[config.mk]
export PLATFORM = sky130hd
export DESIGN_NAME = alu_serial_rx
export DESIGN_NICKNAME = d
export VERILOG_FILES = /design/src/rtl/alu_pkg.sv /design/src/rtl/alu_crc4_ser.sv /design/src/rtl/alu_serial_rx.sv
export SDC_FILE = /design/constraint.sdc
export NUM_CORES = 1
export LEC_CHECK = 0
export CORE_MARGIN = 2
export CORE_UTILIZATION = 45
export CTS_CLUSTER_SIZE = 12
export DETAILED_ROUTE_END_ITERATION = 8
export GPL_TIMING_DRIVEN = 0
export HOLD_SLACK_MARGIN = 0.15
export PLACE_DENSITY = 0.66
export SLEW_MARGIN = 20
export SYNTH_ARGS = -nofsm -noshare
export SYNTH_HDL_FRONTEND = slang
export SYNTH_SLANG_ARGS = --single-unit
[constraint.sdc]
create_clock -name clk -period 1.8 [get_ports clk]
set_input_delay 0.18 -clock clk [delete_from_list [all_inputs] [get_ports clk]]
set_output_delay 0.18 -clock clk [all_outputs]
set_load 0.01 [all_outputs]
[src/rtl/alu_pkg.sv]
// alu_pkg: shared ALU opcode, frame, error and receiver-state types plus the reference CRC4
package alu_pkg;

    typedef enum logic [2:0] {
        AND     = 3'b000,
        OR      = 3'b001,
        ADD     = 3'b100,
        SUB     = 3'b101,
        UNKNOWN = 3'b010
    } alu_op_t;

    localparam logic DATA = 1'b0;
    localparam logic CMD  = 1'b1;

    typedef struct packed {
        logic data;
        logic crc;
        logic op;
    } err_flags_t;

    typedef enum logic [2:0] {IDLE, START, BITS, STOP, DONE, ERR, REPORT} rx_state_t;

    function automatic logic op_legal(input logic [2:0] op);
        return op inside {AND, OR, ADD, SUB};
    endfunction

    // Serial x^4+x+1 over {B, A, 1'b1, op}, MSB first, seed 0
    function automatic logic [3:0] get_CRC4_d68(input logic [67:0] d);
        logic [3:0] c;
        logic fb;
        c = 4'h0;
        for (int i = 67; i >= 0; i--) begin
            fb = c[3] ^ d[i];
            c  = {c[2:0], 1'b0} ^ {2'b00, fb, fb};
        end
        return c;
    endfunction

endpackage

[src/rtl/alu_crc4_ser.sv]
// alu_crc4_ser: bit-serial CRC4 LFSR for x^4+x+1
module alu_crc4_ser (
    input  logic       clk,
    input  logic       rst,
    input  logic       clr,
    input  logic       en,
    input  logic       din,
    output logic [3:0] crc
);

    logic fb;

    assign fb = crc[3] ^ din;

    always_ff @(posedge clk) begin
        if (rst || clr)
            crc <= 4'h0;
        else if (en)
            crc <= {crc[2], crc[1], crc[0] ^ fb, fb};
    end

endmodule

[src/rtl/alu_serial_rx.sv]
// alu_serial_rx: deserializes ALU packets from sin, checks length/CRC/opcode, reports one result per packet
import alu_pkg::*;

module alu_serial_rx #(
    parameter int DATA_FRAMES = 8
) (
    input  logic        clk,
    input  logic        rst,
    input  logic        sin,
    output logic        out_valid,
    output logic [31:0] out_a,
    output logic [31:0] out_b,
    output logic [2:0]  out_op,
    output logic [2:0]  out_err,
    output logic        busy
);

    rx_state_t  state, state_nxt;
    logic       ftype;
    logic [2:0] bit_cnt;
    logic [3:0] cnt;
    logic [63:0] shreg;
    logic [6:0] cmd;
    logic       rep, rep_bad;
    logic [3:0] crc;
    logic       crc_en, crc_din;
    err_flags_t err;

    // Cmd frame feeds a forced 1 in place of its leading 0, then op; CRC nibble is excluded
    assign crc_en  = state == BITS && (ftype == DATA || bit_cnt >= 3'd4);
    assign crc_din = (ftype == CMD && bit_cnt == 3'd7) ? 1'b1 : sin;
    assign busy    = state != REPORT && (state != IDLE || cnt != 4'd0);

    alu_crc4_ser u_crc (
        .clk (clk),
        .rst (rst),
        .clr (rep),
        .en  (crc_en),
        .din (crc_din),
        .crc (crc)
    );

    always_ff @(posedge clk) begin
        state <= rst ? IDLE : state_nxt;
    end

    // DONE, ERR and REPORT all accept a start bit so frames may run back to back
    always_comb begin
        state_nxt = state;
        case (state)
            IDLE:    state_nxt = sin ? IDLE : START;
            START:   state_nxt = BITS;
            BITS:    state_nxt = bit_cnt == 3'd0 ? STOP : BITS;
            STOP:    state_nxt = sin ? DONE : ERR;
            DONE:    state_nxt = !sin ? START : (ftype == CMD ? REPORT : IDLE);
            ERR:     state_nxt = !sin ? START : REPORT;
            REPORT:  state_nxt = sin ? IDLE : START;
            default: state_nxt = IDLE;
        endcase
    end

    always_comb begin
        err      = '0;
        err.data = rep_bad || cnt != 4'(DATA_FRAMES);
        err.crc  = !err.data && crc != cmd[3:0];
        err.op   = !err.data && !err.crc && !op_legal(cmd[6:4]);
    end

    // rep marks the report cycle independently of the FSM so a new frame can start meanwhile
    always_ff @(posedge clk) begin
        if (rst) begin
            ftype     <= DATA;
            bit_cnt   <= 3'd0;
            cnt       <= 4'd0;
            shreg     <= 64'd0;
            cmd       <= 7'd0;
            rep       <= 1'b0;
            rep_bad   <= 1'b0;
            out_valid <= 1'b0;
            out_a     <= 32'd0;
            out_b     <= 32'd0;
            out_op    <= AND;
            out_err   <= 3'd0;
        end else begin
            rep       <= (state == DONE && ftype == CMD) || state == ERR;
            rep_bad   <= state == ERR;
            out_valid <= rep;
            if (state == START) begin
                ftype   <= sin;
                bit_cnt <= 3'd7;
            end
            if (state == BITS) begin
                bit_cnt <= bit_cnt - 3'd1;
                if (ftype == DATA)
                    shreg <= {shreg[62:0], sin};
                else
                    cmd <= {cmd[5:0], sin};
            end
            if (state == DONE && ftype == DATA)
                cnt <= cnt == 4'd9 ? 4'd9 : cnt + 4'd1;
            if (rep) begin
                out_err <= err;
                if (err == '0) begin
                    out_a  <= shreg[31:0];
                    out_b  <= shreg[63:32];
                    out_op <= cmd[6:4];
                end
                cnt   <= 4'd0;
                shreg <= 64'd0;
            end
        end
    end

endmodule

---- Word level (Yosys, flattened, before mapping) ----
Cells that the tools add are included.
W data, S select, Z words.
storage, ports and cells
  register bits after elaboration ......... 159
  bits of input ports ..................... 3
  output and inout port bits .............. 72
cells by class
  $add $sub $neg .......................... 2
  $lt $le $gt $ge ......................... 1
  eq/ne operators ......................... 14
  muxes and demuxes ....................... 11
  bitwise logic cells ..................... 3
  reduce and logical (&&, ||, !) cells .... 29
operators by type and width
  kind                   count
  $eq A3 B3 Y1 const B   6
  $pmux W3 S6            1
  $mux W3                5
  $logic_not A3 Y1       4
  $logic_and A1 B1 Y1    8
  $reduce_bool A4 Y1     2
  $eq A3 B1 Y1 const B   2
  $eq A3 B2 Y1 const B   2
  $reduce_and A2 Y1      3
  $logic_or A1 B1 Y1     5
  $add A4 B1 Y4 const B  1
  $eq A4 B4 Y1 const B   1
  $mux W1                4
  $mux W4                1
  $ne A4 B4 Y1           1
  $ne A4 B4 Y1 const B   1
  $reduce_or A2 Y1       2
  $ge A3 B3 Y1 const B   1
  $logic_not A1 Y1       3
  $ne A3 B3 Y1 const B   1
  $reduce_bool A3 Y1     1
  $sub A3 B1 Y3 const B  1
  $reduce_bool A2 Y1     1
  $xor A1 B1 Y1          2
  $not A1 Y1             1

---- Depth between registers and ports, before layout ----
  word-level depth ........................ 9
  gate-level depth with buffers ........... 6

---- By module ----
From an unflattened synthesis, not the netlist that was laid out.
unflattened totals
  cells, all modules ...................... 718
  area, all modules ....................... 6439.9 um^2
modules (own cells, without submodules)
  module         instances  cells each  area each (um^2)
  alu_serial_rx  1          701         6264.8
  alu_crc4_ser   1          17          175.2

---- Least setup slack after synthesis ----
Ideal clock, no wire load.
  path kind ............................... register to register
  start point ............................. register cnt[1]
  end point ............................... register out_a[10]
  setup time .............................. 0.072 ns
  arrival time ............................ 1.497 ns
  path slack .............................. 0.231 ns
  cell stages (with the launch flop) ...... 7
  buffers on the path ..................... 2
  period minus slack after synthesis ...... 1.569 ns
  cell sequence ........................... dfxtp_1 -> nor2_1 -> and4_1 -> nor3b_2 -> buf_6 -> buf_6 -> mux2i_1
between the ends
  cells in the longest elaborated chain, start to end .. 9
ends and longest elaborated chain
  what                                  line                                      text
  start, declared                       alu_serial_rx.sv:21                       logic [3:0] cnt;
  start signal, assigned                alu_serial_rx.sv:100                      cnt <= cnt == 4'd9 ? 4'd9 : cnt + 4'd1;
  $ne A4 B4 Y1 *                        alu_serial_rx.sv:64                       err.data = rep_bad || cnt != 4'(DATA_FRAMES);
  $logic_or A1 B1 Y1 *                  alu_serial_rx.sv:64
  $logic_not A1 Y1                      alu_serial_rx.sv:65, alu_serial_rx.sv:66
  $logic_and A1 B1 Y1                   alu_serial_rx.sv:65                       err.crc = !err.data && crc != cmd[3:0];
  $logic_not A1 Y1                      alu_serial_rx.sv:66                       err.op = !err.data && !err.crc && !op_legal(cmd[6:4]);
  $logic_and A1 B1 Y1 (2 in series)     alu_serial_rx.sv:66
  $logic_not A3 Y1 *                    alu_serial_rx.sv:103                      if (err == '0) begin
  $reduce_and A2 Y1 (no source line) *  -
  end signal, assigned                  alu_serial_rx.sv:104                      out_a <= shreg[31:0];
  end, declared                         alu_serial_rx.sv:11                       output logic [31:0] out_a,
Mark *: on every way between the ends. The rest lies on a longest branch, timed or not.
A chain may end at the register's enable or synchronous reset.

---- Final worst setup path ----
  start point ............................. register state[1]
  end point ............................... output port busy
between the ends
  cells in the longest elaborated chain, start to end .. 3
  elaborated cells on any way between the ends .. 4
  those cells by class .................... eq/ne (1); reduce/logical (3)
ends and longest elaborated chain
  what                    line                 text
  start, declared         alu_serial_rx.sv:18  rx_state_t state, state_nxt;
  start signal, assigned  alu_serial_rx.sv:44  state <= rst ? IDLE : state_nxt;
  $reduce_bool A3 Y1      alu_serial_rx.sv:32  assign busy = state != REPORT && (state != IDLE || cnt != 4'd0);
  $logic_or A1 B1 Y1      alu_serial_rx.sv:32
  $logic_and A1 B1 Y1 *   alu_serial_rx.sv:32
  end, declared           alu_serial_rx.sv:15  output logic busy
Marked as above.

==> results.json <==
{
  "clockBufferDepth": 2,
  "setup_viol": 0,
  "finalCriticalPeriod_ns": 1.74,
  "maxCapViolCount": 0,
  "p_leak_uw": 0.00262,
  "dr.first_iter.drc_count": 326,
  "vias": 4985,
  "drv_slew": 0,
  "critPathLaunchType": "flip-flop",
  "antenna_cells": 0,
  "areaGrowthSynthToFinish_pct": 26.5,
  "wl_per_cell_um": 13.3,
  "synth_seq_cells": 159,
  "drcViolationCount": 0,
  "cts-root-buf": "clkbuf_16",
  "grt-busiest-layer": "met2",
  "cts.clk_slew.worst_paths_ns": 0.06,
  "crit_path_max_fanout": 6,
  "place.gp.congestion": 0.830,
  "io_pins": 75,
  "yosysWarnings": 0,
  "slew_headroom_pct": 51.2,
  "netlist_area_mm2": 0.00643,
  "finalCritPeriodShare_pct": 96.9,
  "num_rows": 43,
  "ys.flop_type": "dfxtp_1",
  "die_x_um": 124,
  "ys_seq_area_share_pct": 49.5,
  "final_nets": 825,
  "synthArstFlopShare_pct": 0,
  "synth_edf_count": 0,
  "tightest_slew_ns": 0.732,
  "via_per_inst": 4.93,
  "mostFrequentLayoutCells": "dfxtp_1, nand2_1, nand2b_1",
  "antenna_left": 0,
  "stdcell_area_mm2": 0.00813,
  "die_h_um": 124,
  "dp_hpwl_um": 9450,
  "grt_pass1_vias": 4818,
  "fin_util_pct": 58.3,
  "fillers": 1231,
  "max_clock_freq_ghz": 0.573,
  "track_usage_pct": 18.6,
  "finalClockSkew_ns": 0.00826,
  "antenna_found_initial": 0,
  "final_common_cell": "dfxtp_1",
  "cp.arrival_ns": 1.56,
  "fin_cells": 1011,
  "syn-instance-count": 715,
  "grt_max_degree": 17,
  "core_area_mm2": 0.0139,
  "synth.avg_cell_area_um2": 8.99,
  "overflow": 0,
  "clk_latency_ns": 0.42,
  "status": "complete, no violations",
  "ir_worst_vdd_uv": 543,
  "cts.sinks": 159,
  "routed_wl_um": 13400,
  "htreeDepth": 4,
  "grt_use_met3_pct": 3.74,
  "dpl_cell_area_mm2": 0.00738,
  "start_util_pct": 46.1,
  "use_met2_pct": 29.5,
  "min_path_cells": 3,
  "crit_required_ns": 1.62,
  "cts_buffers": 17,
  "hold_viol_final": 0,
  "ys_types": 38,
  "dr.pass1.iters": 5,
  "grtUsageMet1_pct": 24.8,
  "syn-num-nets": 721,
  "dieArea_mm2": 0.0153,
  "drive_above_1_share_pct": 8.54,
  "cts_tree": "yes",
  "port-buffer-count": 73,
  "p_per_area_mw_per_mm2": 913,
  "grt_pass1_wl_um": 22400,
  "reg2regPathDepth": 6,
  "hold_path_class": "primary input to flip-flop",
  "crit_type": "flip-flop to output pin",
  "dp.cells": 968,
  "crit_path_end_kind": "output pin",
  "cts_hold_buffers": 0
}
[final timing paths]
check                           slack [ns]          from   endpoint
worst min register to register        0.46     shreg[63]  shreg[63]
worst max register to register        0.06  u_crc.crc[0]  out_a[13]
worst max-delay path                  0.06      state[1]       busy
worst min-delay path                  0.39           rst   out_b[0]
[power by group]
part           switching [uW]  total [uW]  internal (uW)
Sequential               27.4        3570           3540
Clock                    1330        3370           2040
Combinational             285         475            190
[synthesized netlist by cell type, types with 2 or more instances]
master	number	area share [%]
o21ai_0	4	0.31
dfxtp_1	159	50
ha_1	3	0.58
a31oi_1	2	0.19
nand2_1	135	7.9
or3b_1	2	0.27
nor2_4	2	0.35
inv_1	8	0.47
buf_4	3	0.35
nor3_1	4	0.31
xnor2_1	7	0.95
buf_2	8	0.62
buf_6	4	0.70
clkbuf_1	34	2.0
a21oi_1	78	6.1
nor3b_1	4	0.47
mux2i_1	75	12
nand2b_1	133	13
nor2b_1	3	0.29
nor2_1	28	1.6
nand4_1	2	0.19
[state kept, by name, summed over array words and instances, names as in the netlist]
register	cells
cmd	7
out_op	3
out_a	32
ftype	1
state	3
out_b	32
cnt	4
rep	1
bit_cnt	3
rep_bad	1
out_valid	1
u_crc.crc	4
shreg	64
out_err	3
[cell type report]
type	instances	area, um^2	share of cell area, %
Sequential cell	159	3190	39.3
Multi-Input combinational cell	499	3020	37.1
Timing Repair Buffer	85	835	10.3
Clock buffer	26	499	6.14
Buffer	49	278	3.42
Tap cell	180	225	2.77
Clock inverter	5	55.1	0.677
Inverter	8	30.0	0.369
[kinds of logic after synthesis]
group                      count (synthesis)  share of synthesized area (%)
DFF                                      159                           49.5
adders and majority gates                  3                          0.584
and+or+nand+nor                          322                           25.5
AOI/OAI and AO/OA                         91                           7.47
xor gates and xnor gates                   8                           1.09
muxes                                     75                           11.7
buffers and inverters                     57                           4.13
[metal layers]
layer	wire length, um	vias up
met3	494	18
li1	-	2538
met4	207	0
met5	0	-
met2	6210	106
met1	6530	2323
[worst max-delay path: stages, from the launching register on]
cell      delay, ns
dfxtp_4        0.36
clkbuf_8       0.14
nor4_4         0.19
a22oi_1        0.10
or2_4          0.24
buf_6          0.12
[through the flow]
stage          worst slack [ns]  power, uW  hold WS, ns  setup TNS (ns)
6_report                 0.0556       7420        0.388               0
5_1_grt                -0.00870       7680        0.438         -0.0188
4_1_cts                 0.00430       7450        0.379               0
3_5_place_dp             -0.209       4070        0.454          -11.69
3_3_place_gp             -0.211       4050        0.452           -8.90
2_1_floorplan             0.231       3950        0.316               0
[timing repair]
action,4_1_cts,5_1_grt
pin swaps,3,4
endpoints found under the hold margin,0,0
setup endpoints to repair,83,121
gates resized for setup,19,16
setup buffers,3,9
(Power assumes the default switching activity.)
